<file path="config.mk">
export PLATFORM = sky130hd
export DESIGN_NAME = mw_arith_seq
export DESIGN_NICKNAME = d
export VERILOG_FILES = /design/src/rtl/toyrisc_arith_pkg.sv /design/src/rtl/mw_arith_seq.sv
export SDC_FILE = /design/constraint.sdc
export NUM_CORES = 1
export LEC_CHECK = 0
export ABC_AREA = 0
export CAP_MARGIN = 40
export CELL_PAD_IN_SITES_DETAIL_PLACEMENT = 0
export CELL_PAD_IN_SITES_GLOBAL_PLACEMENT = 1
export CORE_UTILIZATION = 31
export DETAILED_ROUTE_END_ITERATION = 8
export GPL_TIMING_DRIVEN = 0
export PLACE_DENSITY = 0.73
export SYNTH_ARGS = -nofsm -noshare
export SYNTH_HDL_FRONTEND = slang
export SYNTH_SLANG_ARGS = --single-unit
</file>
<file path="constraint.sdc">
create_clock -name clock -period 6.2 [get_ports clock]
set_input_delay 0.93 -clock clock [delete_from_list [all_inputs] [get_ports clock]]
set_output_delay 0.93 -clock clock [all_outputs]
set_load 0.02 [all_outputs]
</file>
<file path="src/rtl/toyrisc_arith_pkg.sv">
// Shared definitions for the ToyRISC arithmetic unit and its initiators:
// unit function codes, multi-word op encodings, sequencer FSM states and
// the per-word drive decode.
package toyrisc_arith_pkg;

    localparam int WORD_W = 32;

    // Function codes understood by the arithmetic unit's func input.
    localparam logic [2:0] FUNC_INC  = 3'b000;
    localparam logic [2:0] FUNC_DEC  = 3'b001;
    localparam logic [2:0] FUNC_ADD  = 3'b010;
    localparam logic [2:0] FUNC_SUB  = 3'b011;
    localparam logic [2:0] FUNC_INCC = 3'b100;
    localparam logic [2:0] FUNC_ADC  = 3'b110;

    typedef enum logic [1:0] {
        OP_ADD = 2'b00,
        OP_SUB = 2'b01,
        OP_INC = 2'b10,
        OP_DEC = 2'b11
    } arithOpT;

    typedef enum logic [1:0] {
        IDLE = 2'b00,
        RUN  = 2'b01,
        DONE = 2'b10
    } seqStateT;

    // One word's worth of drive onto the unit's leftIn/rightIn/func.
    typedef struct packed {
        logic [WORD_W-1:0] left;
        logic [WORD_W-1:0] right;
        logic [2:0]        func;
    } arithDriveT;

    // Quiescent drive: the unit sees a harmless 0 + 0 add outside RUN.
    localparam arithDriveT IDLE_DRIVE = '{left: '0, right: '0, func: FUNC_ADD};

    // Word 0 uses a carry-free function so the unit's carry register state
    // left over from idle cycles never matters; higher words chain the carry.
    // SUB and DEC reuse add-with-carry: a borrow chain is an add of the
    // complemented right operand, where carry=1 means "no borrow".
    function automatic arithDriveT driveWord(input arithOpT op,
                                             input logic [WORD_W-1:0] a,
                                             input logic [WORD_W-1:0] b,
                                             input logic first);
        arithDriveT d;
        d.left  = a;
        d.right = '0;
        d.func  = FUNC_ADD;
        case (op)
            OP_ADD: begin
                d.func  = first ? FUNC_ADD : FUNC_ADC;
                d.right = b;
            end
            OP_SUB: begin
                d.func  = first ? FUNC_SUB : FUNC_ADC;
                d.right = first ? b : ~b;
            end
            OP_INC: begin
                d.func  = first ? FUNC_INC : FUNC_INCC;
            end
            OP_DEC: begin
                d.func  = first ? FUNC_DEC : FUNC_ADC;
                d.right = first ? '0 : {WORD_W{1'b1}};
            end
            default: d = IDLE_DRIVE;
        endcase
        return d;
    endfunction

endpackage

</file>
<file path="src/rtl/mw_arith_seq.sv">
// Multi-word arithmetic sequencer: accepts a WORDS x 32-bit ADD/SUB/INC/DEC
// request and walks the external 32-bit arithmetic unit one word per cycle,
// least-significant word first, collecting result words into rsp_sum.
module mw_arith_seq
    import toyrisc_arith_pkg::*;
#(
    parameter int WORDS = 2
) (
    input  logic                  clock,
    input  logic                  reset,
    input  logic                  req_valid,
    output logic                  req_ready,
    input  logic [1:0]            req_op,
    input  logic [WORDS*32-1:0]   req_a,
    input  logic [WORDS*32-1:0]   req_b,
    output logic [31:0]           arith_left,
    output logic [31:0]           arith_right,
    output logic [2:0]            arith_func,
    input  logic [31:0]           arith_result,
    output logic                  rsp_valid,
    input  logic                  rsp_ready,
    output logic [WORDS*32-1:0]   rsp_sum
);

    localparam int IDX_W = (WORDS > 1) ? $clog2(WORDS) : 1;
    localparam logic [IDX_W-1:0] LAST_IDX = IDX_W'(WORDS - 1);

    seqStateT                   state;
    seqStateT                   stateNext;
    arithOpT                    opReg;
    // Operand words still to be presented; word 0 is driven straight from
    // the request at acceptance, so only words 1..WORDS-1 are held here.
    logic [WORDS-2:0][31:0]     aRest;
    logic [WORDS-2:0][31:0]     bRest;
    logic [IDX_W-1:0]           wordIdx;
    logic [WORDS-1:0][31:0]     sumReg;
    arithDriveT                 driveReg;
    arithDriveT                 driveNext;
    logic                       accept;
    logic                       reqReadyReg;
    logic                       rspValidReg;

    assign req_ready   = reqReadyReg;
    assign rsp_valid   = rspValidReg;
    assign rsp_sum     = sumReg;
    assign arith_left  = driveReg.left;
    assign arith_right = driveReg.right;
    assign arith_func  = driveReg.func;

    // State register.
    // NOTE: sequential state uses non-blocking assignments so every flop
    // samples pre-edge values regardless of statement order.
    always_ff @(posedge clock or posedge reset) begin
        if (reset) state <= IDLE;
        else       state <= stateNext;
    end

    // Next state and the drive for the word presented in the coming cycle.
    // NOTE: every output of this block gets a default first so no path
    // leaves a value unassigned and infers a latch.
    always_comb begin
        stateNext = state;
        driveNext = IDLE_DRIVE;
        accept    = 1'b0;
        case (state)
            IDLE: begin
                if (req_valid) begin
                    accept    = 1'b1;
                    stateNext = RUN;
                    driveNext = driveWord(arithOpT'(req_op), req_a[31:0],
                                          req_b[31:0], 1'b1);
                end
            end
            RUN: begin
                // Back-to-back issue: the unit reloads its carry every edge,
                // so the next word must follow with no gap.
                if (wordIdx == LAST_IDX) stateNext = DONE;
                else driveNext = driveWord(opReg, aRest[0], bRest[0], 1'b0);
            end
            DONE: begin
                if (rsp_ready) stateNext = IDLE;
            end
            default: stateNext = IDLE;
        endcase
    end

    // Datapath: operand latch and shift, result collection, registered outputs.
    // NOTE: operand and result registers are reset too so a reset in RUN or
    // DONE leaves rsp_sum at zero rather than stale data.
    always_ff @(posedge clock or posedge reset) begin
        if (reset) begin
            opReg       <= OP_ADD;
            aRest       <= '0;
            bRest       <= '0;
            wordIdx     <= '0;
            sumReg      <= '0;
            driveReg    <= IDLE_DRIVE;
            reqReadyReg <= 1'b1;
            rspValidReg <= 1'b0;
        end else begin
            driveReg    <= driveNext;
            reqReadyReg <= (stateNext == IDLE);
            rspValidReg <= (stateNext == DONE);
            if (accept) begin
                opReg   <= arithOpT'(req_op);
                aRest   <= req_a[WORDS*32-1:32];
                bRest   <= req_b[WORDS*32-1:32];
                wordIdx <= '0;
            end else if (state == RUN) begin
                // Results enter at the top and shift down; after WORDS
                // captures word 0 sits at the bottom.
                sumReg  <= {arith_result, sumReg[WORDS-1:1]};
                aRest   <= aRest >> 32;
                bRest   <= bRest >> 32;
                wordIdx <= wordIdx + 1'b1;
            end
        end
    end

endmodule
</file>
# Word level (Yosys, flattened, before mapping)

Index checks and enable logic that the tools add are counted.

Add/sub/neg operators: 1
Equality and inequality tests: 9
Muxes and demuxes: 18
Bitwise gates (word level): 2
Reductions and logical operators: 8

Operator list:

| kind                                                | number |
|---|---|
| 2-to-1 mux 67 bit                                   | 2 |
| one-hot mux 67 bit (2 select lines)                 | 1 |
| 2-to-1 mux 32 bit                                   | 4 |
| one-hot mux 32 bit (3 select lines)                 | 1 |
| inverter 32 bit                                     | 1 |
| equality test 2 bit, second input constant          | 6 |
| one-hot mux 3 bit (4 select lines)                  | 1 |
| logical NOT 2 bit                                   | 4 |
| equality test 2 x 1 -> 1 bit, second input constant | 3 |
| 2-to-1 mux 2 bit                                    | 3 |
| one-hot mux 2 bit (3 select lines)                  | 1 |
| one-hot mux 3 bit (2 select lines)                  | 1 |
| 2-to-1 mux 1 bit                                    | 4 |
| OR reduction 3 bit                                  | 1 |
| AND reduction 2 bit                                 | 1 |
| nonzero test 2 bit                                  | 1 |
| OR reduction 2 bit                                  | 1 |
| adder 1 bit, second input constant                  | 1 |
| inverter 1 bit                                      | 1 |

Register bits: 202
Input port bits: 166
Word-level logic and storage cells: 50

# Longest topological paths before layout

Depth in word-level cells: 5
Mapped depth: 7
Gate-level depth less buffers: 3

# Worst setup path before layout

Ideal clock, no wire load.

Path type: input to register
From: input req_valid
To: register driveReg (netlist bit arith_right[10])
Setup time: 0.121 ns
Data arrival time: 1.706 ns
Setup slack: 4.373 ns
Cell stages on the path: 5
Cells stage by stage: nor3b_2 nor2b_1 buf_2 buf_2 a22o_1

RTL lines:

| what                 | line                | source |
|---|---|---|
| from (decl)          | mw_arith_seq.sv:11  | `input logic req_valid,` |
| to (signal assigned) | mw_arith_seq.sv:101 | `driveReg <= driveNext;` |
| to (decl)            | mw_arith_seq.sv:37  | `arithDriveT driveReg;` |

# Final worst setup path

From: register reqReadyReg (netlist: req_ready)
To: output req_ready

RTL lines:

| what                   | line                | source |
|---|---|---|
| from (decl)            | mw_arith_seq.sv:40  | `logic reqReadyReg;` |
| from (signal assigned) | mw_arith_seq.sv:102 | `reqReadyReg <= (stateNext == IDLE);` |
| to (decl)              | mw_arith_seq.sv:12  | `output logic req_ready,` |

No word-level cell between the ends.

==> impl_results.md <==
- Actual slew at the worst max-slew pin: between 600 and 700 ps
- Maximum cell stage delay along the critical path: about 620 ps
- Placeable Area: 24500 µm²
- Crit path max-delay family: buffers and inverters
- Iter 0 DRT Violations: roughly 130
- Startpoint-to-endpoint class of the critical path: register to primary output
- Worst-Skew Late Latency: around 500 ps
- Number of top-level pins: roughly 300
- Layout net count: between 1k and 1.5k
- Crit path launch type: register
- Max Clock Skew: approximately 13 ps
- Critical path peak fanout: 1
- Sequential area share after synthesis: ~65%
- Upper clock frequency limit: just under 400 MHz
- CTS-repair resized insts: 0
- Number of maximum-capacitance violations: 0
- DIE AREA: roughly 26000 µm²
- Met3 layer usage reported by global route: slightly above 5%
- DR DRC count: 0
- Hold-fix buffer count after cts: 0
- Nets in the synthesized netlist: 686
- Yosys Warn Count: 0
- Total Negative Setup Slacks: 0 ps
- Post-synth cell types: 23
- Number of core rows: 57
- Clock buffer depth: 3
- Initial antenna violation count: 4
- Buffers inserted by post-CTS timing repair: 0
- Vias post-DR: about 5.5k
- Main area contributors after synthesis: sky130_fd_sc_hd__dfrtp_1 (64%), sky130_fd_sc_hd__a22o_1 (14%), sky130_fd_sc_hd__mux2_2 (9.3%)
- CP max stage cell: sky130_fd_sc_hd__clkdlybuf4s50_1
- Number of vias per cell: approximately 4.6
- Cell area power density: 539 nW/µm²
- CTS buffer count: 23
- Via count of the first global-routing pass: 5906
- Number of hold violations in the final report: 0
- Total leakage power: around 0.0052 µW
- Detail-routed net length per standard cell: approximately 19 µm
- Count of H-tree levels built during CTS: 1
- Internal power of the cells: ~4200 µW
- Final critical-path required period: approximately 2600 ps
- Chip width: between 150 and 200 µm
- Global placer's final weighted congestion: 0.778
- Total Routing Usage GR: 17.5%
- Buffers added on ports: slightly below 300
- Sequence of cells on the critical path: clkdlybuf4s50_1
- Number of instances in the synthesized netlist: 520
- Worst supply voltage drop on vdd: between 0.2 and 0.3 mV
- Worst EP required: approximately 5300 ps
- Largest net degree at the start of global routing: 37
- HPWL Detailed: 16.4 mm
- Share of total power in combinational logic: ~46%
- Number of cells on the worst reg-to-reg path: 4
- Initial cell density of the core: a little under a third
- Clock group share of total power: 20.3%
- Path type of the worst min-delay path: register to register
- Place WS: between 3000 and 4000 ps
- Global-route layer with the greatest usage: met2
- Met2 Track Usage GR: around 30%
- Switching Share: 35.0%
- Share of the cycle needed by the critical path after routing: around two fifths
- Synthesized area per cell: between 10 and 15 µm²
- Worst hold stages: 1
- Post-synthesis sequential element count: between 200 and 250
- Root buffer cell: sky130_fd_sc_hd__clkbuf_16
- Setup repair after global routing missed its margin: false
- Antenna-violating nets left: 0
- Final setup slack of the worst path: between 3000 and 4000 ps
- Total length of routed wires: 22.3 mm
- WP data arrival: 1640 ps
- Net switching power of the design: 2270 µW
- Sum of overflow across all layers after global routing: 0
- Cell type with the largest total area after synthesis: sky130_fd_sc_hd__dfrtp_1
- Number of logic stages on the critical path including buffering: 1
- GR met1 Demand/Resource: 22.0%
- Synth-to-Final Area Change: 54.9%
- Kind of end point of the critical path: primary output
- Final setup violating endpoints: 0
- Number of buffer and inverter instances along the worst setup path: 1
- Status: finished, final reports clean
- Max-Slew Margin vs Limit: around three fifths
- Clock slew at the register clock pins of the worst setup and hold paths: roughly 60 ps
- Chip Height: around 160 µm
- TritonCTS clock tree: done
- Seq pwr share: ~34%
- Final count of pins violating max slew: 0
- Top-area cell type share of the netlist area: roughly 64%
- Wire length of the first global-routing pass: roughly 35 mm
- Clock tree sinks: 202
- Number of fillers in the final layout: around 2.2k
- Fraction of layout instances using a drive strength above 1: 17.6%
- Area of the mapped netlist: ~7800 µm²
- Drt pass-1 iters: 4
-- cell type report --
class                      instances  area (µm²)  share of cell area [%]
clock buffer                      36         714                    5.93
sequential                       202        5060                    42.0
antenna                            3        7.51                  0.0624
buffer                            44         264                    2.19
multi-input combinational        272        2440                    20.3
timing repair buffer             304        3100                    25.8
inverter                           2        11.3                  0.0935
tap                              324         405                    3.37
clock inverter                     5        33.8                   0.281
-- per-layer routing --
layer  vias up  routed length (µm)
met1      2681                9480
met4         2                 359
li1       2558                   -
met2       213               10800
met5         -                  13
met3        25                1700
-- cells in the mapped netlist (all sizes together) --
cell type	number
and2	1
nor3b	2
xnor2	32
nor2	2
a21o	3
a22o	128
buf	37
clkbuf	7
dfrtp	200
or2	1
nor3	1
nor2b	35
dfstp	2
o21bai	2
inv	2
a32oi	1
mux2	64
-- kinds of logic (layout without fill, tap and decap cells) --
kind of cell | count (synthesis) | count (layout) | synth area share (%)
compound gates | 134 | 134 | 15.0
xor+xnor | 32 | 32 | 3.61
buf+inv | 46 | 391 | 3.49
flops | 202 | 202 | 65.1
mux | 64 | 64 | 9.27
other cells | 0 | 3 | 0
simple gates | 42 | 42 | 3.53
-- cells in the final DEF (no fill, tap or decap), types with 3 or more instances in the layout --
master | Yosys | layout
sky130_fd_sc_hd__a21o_1 | 3 | 3
sky130_fd_sc_hd__a22o_1 | 128 | 128
sky130_fd_sc_hd__buf_12 | 0 | 6
sky130_fd_sc_hd__buf_2 | 28 | 28
sky130_fd_sc_hd__buf_6 | 8 | 8
sky130_fd_sc_hd__clkbuf_1 | 7 | 11
sky130_fd_sc_hd__clkbuf_16 | 0 | 23
sky130_fd_sc_hd__clkbuf_8 | 0 | 9
sky130_fd_sc_hd__clkdlybuf4s50_1 | 0 | 298
sky130_fd_sc_hd__clkinvlp_4 | 0 | 3
sky130_fd_sc_hd__dfrtp_1 | 200 | 200
sky130_fd_sc_hd__diode_2 | 0 | 3
sky130_fd_sc_hd__mux2_2 | 64 | 64
sky130_fd_sc_hd__nor2b_1 | 33 | 33
sky130_fd_sc_hd__xnor2_1 | 32 | 32
-- through the flow --
stage	total power [µW]	std cells	util [%]	area, µm²	hold slack (ps)
3_3_place_gp	5220	1142	45.6	11200	474
4_1_cts	6610	1189	49.2	12000	498
6_report	6490	1192	49.2	12000	494
5_1_grt	6880	1191	49.2	12000	507
3_5_place_dp	5250	1148	46.1	11300	483
2_1_floorplan	3910	520	-	7770	465
-- worst paths after layout --
kind,startpoint,slack (ps),to
min in group asynchronous,reset,770,rsp_sum[34]$_DFFE_PP0P_
setup reg to reg,state[0]$_DFF_PP0_,4360,arith_left[10]$_DFF_PP0_
hold / removal,aRest[17]$_DFFE_PP0P_,490,arith_left[17]$_DFF_PP0_
max in group asynchronous,reset,4620,arith_func[1]$_DFF_PP1_
setup / recovery,req_ready$_DFF_PP1_,3630,req_ready
hold reg to reg,aRest[17]$_DFFE_PP0P_,490,arith_left[17]$_DFF_PP0_
-- power groups by stage --
| stage | Combinational, µW | Clock [µW] | Sequential [µW] |
|---|---|---|---|
| 6_report | 3000 | 1320 | 2170 |
| 5_1_grt | 3200 | 1420 | 2250 |
| 4_1_cts | 3060 | 1370 | 2180 |
| 3_5_place_dp | 3050 | 0 | 2200 |
| 3_3_place_gp | 3020 | 0 | 2200 |
| 2_1_floorplan | 1270 | 0 | 2640 |
-- sequential cells by signal (all words and copies together) (netlist names), 2 cells and up --
register,cells
state,2
arith_left,32
rsp_sum,64
bRest,32
arith_right,32
opReg,2
arith_func,3
aRest,32
Note: power is estimated with default switching activity, not from simulation.
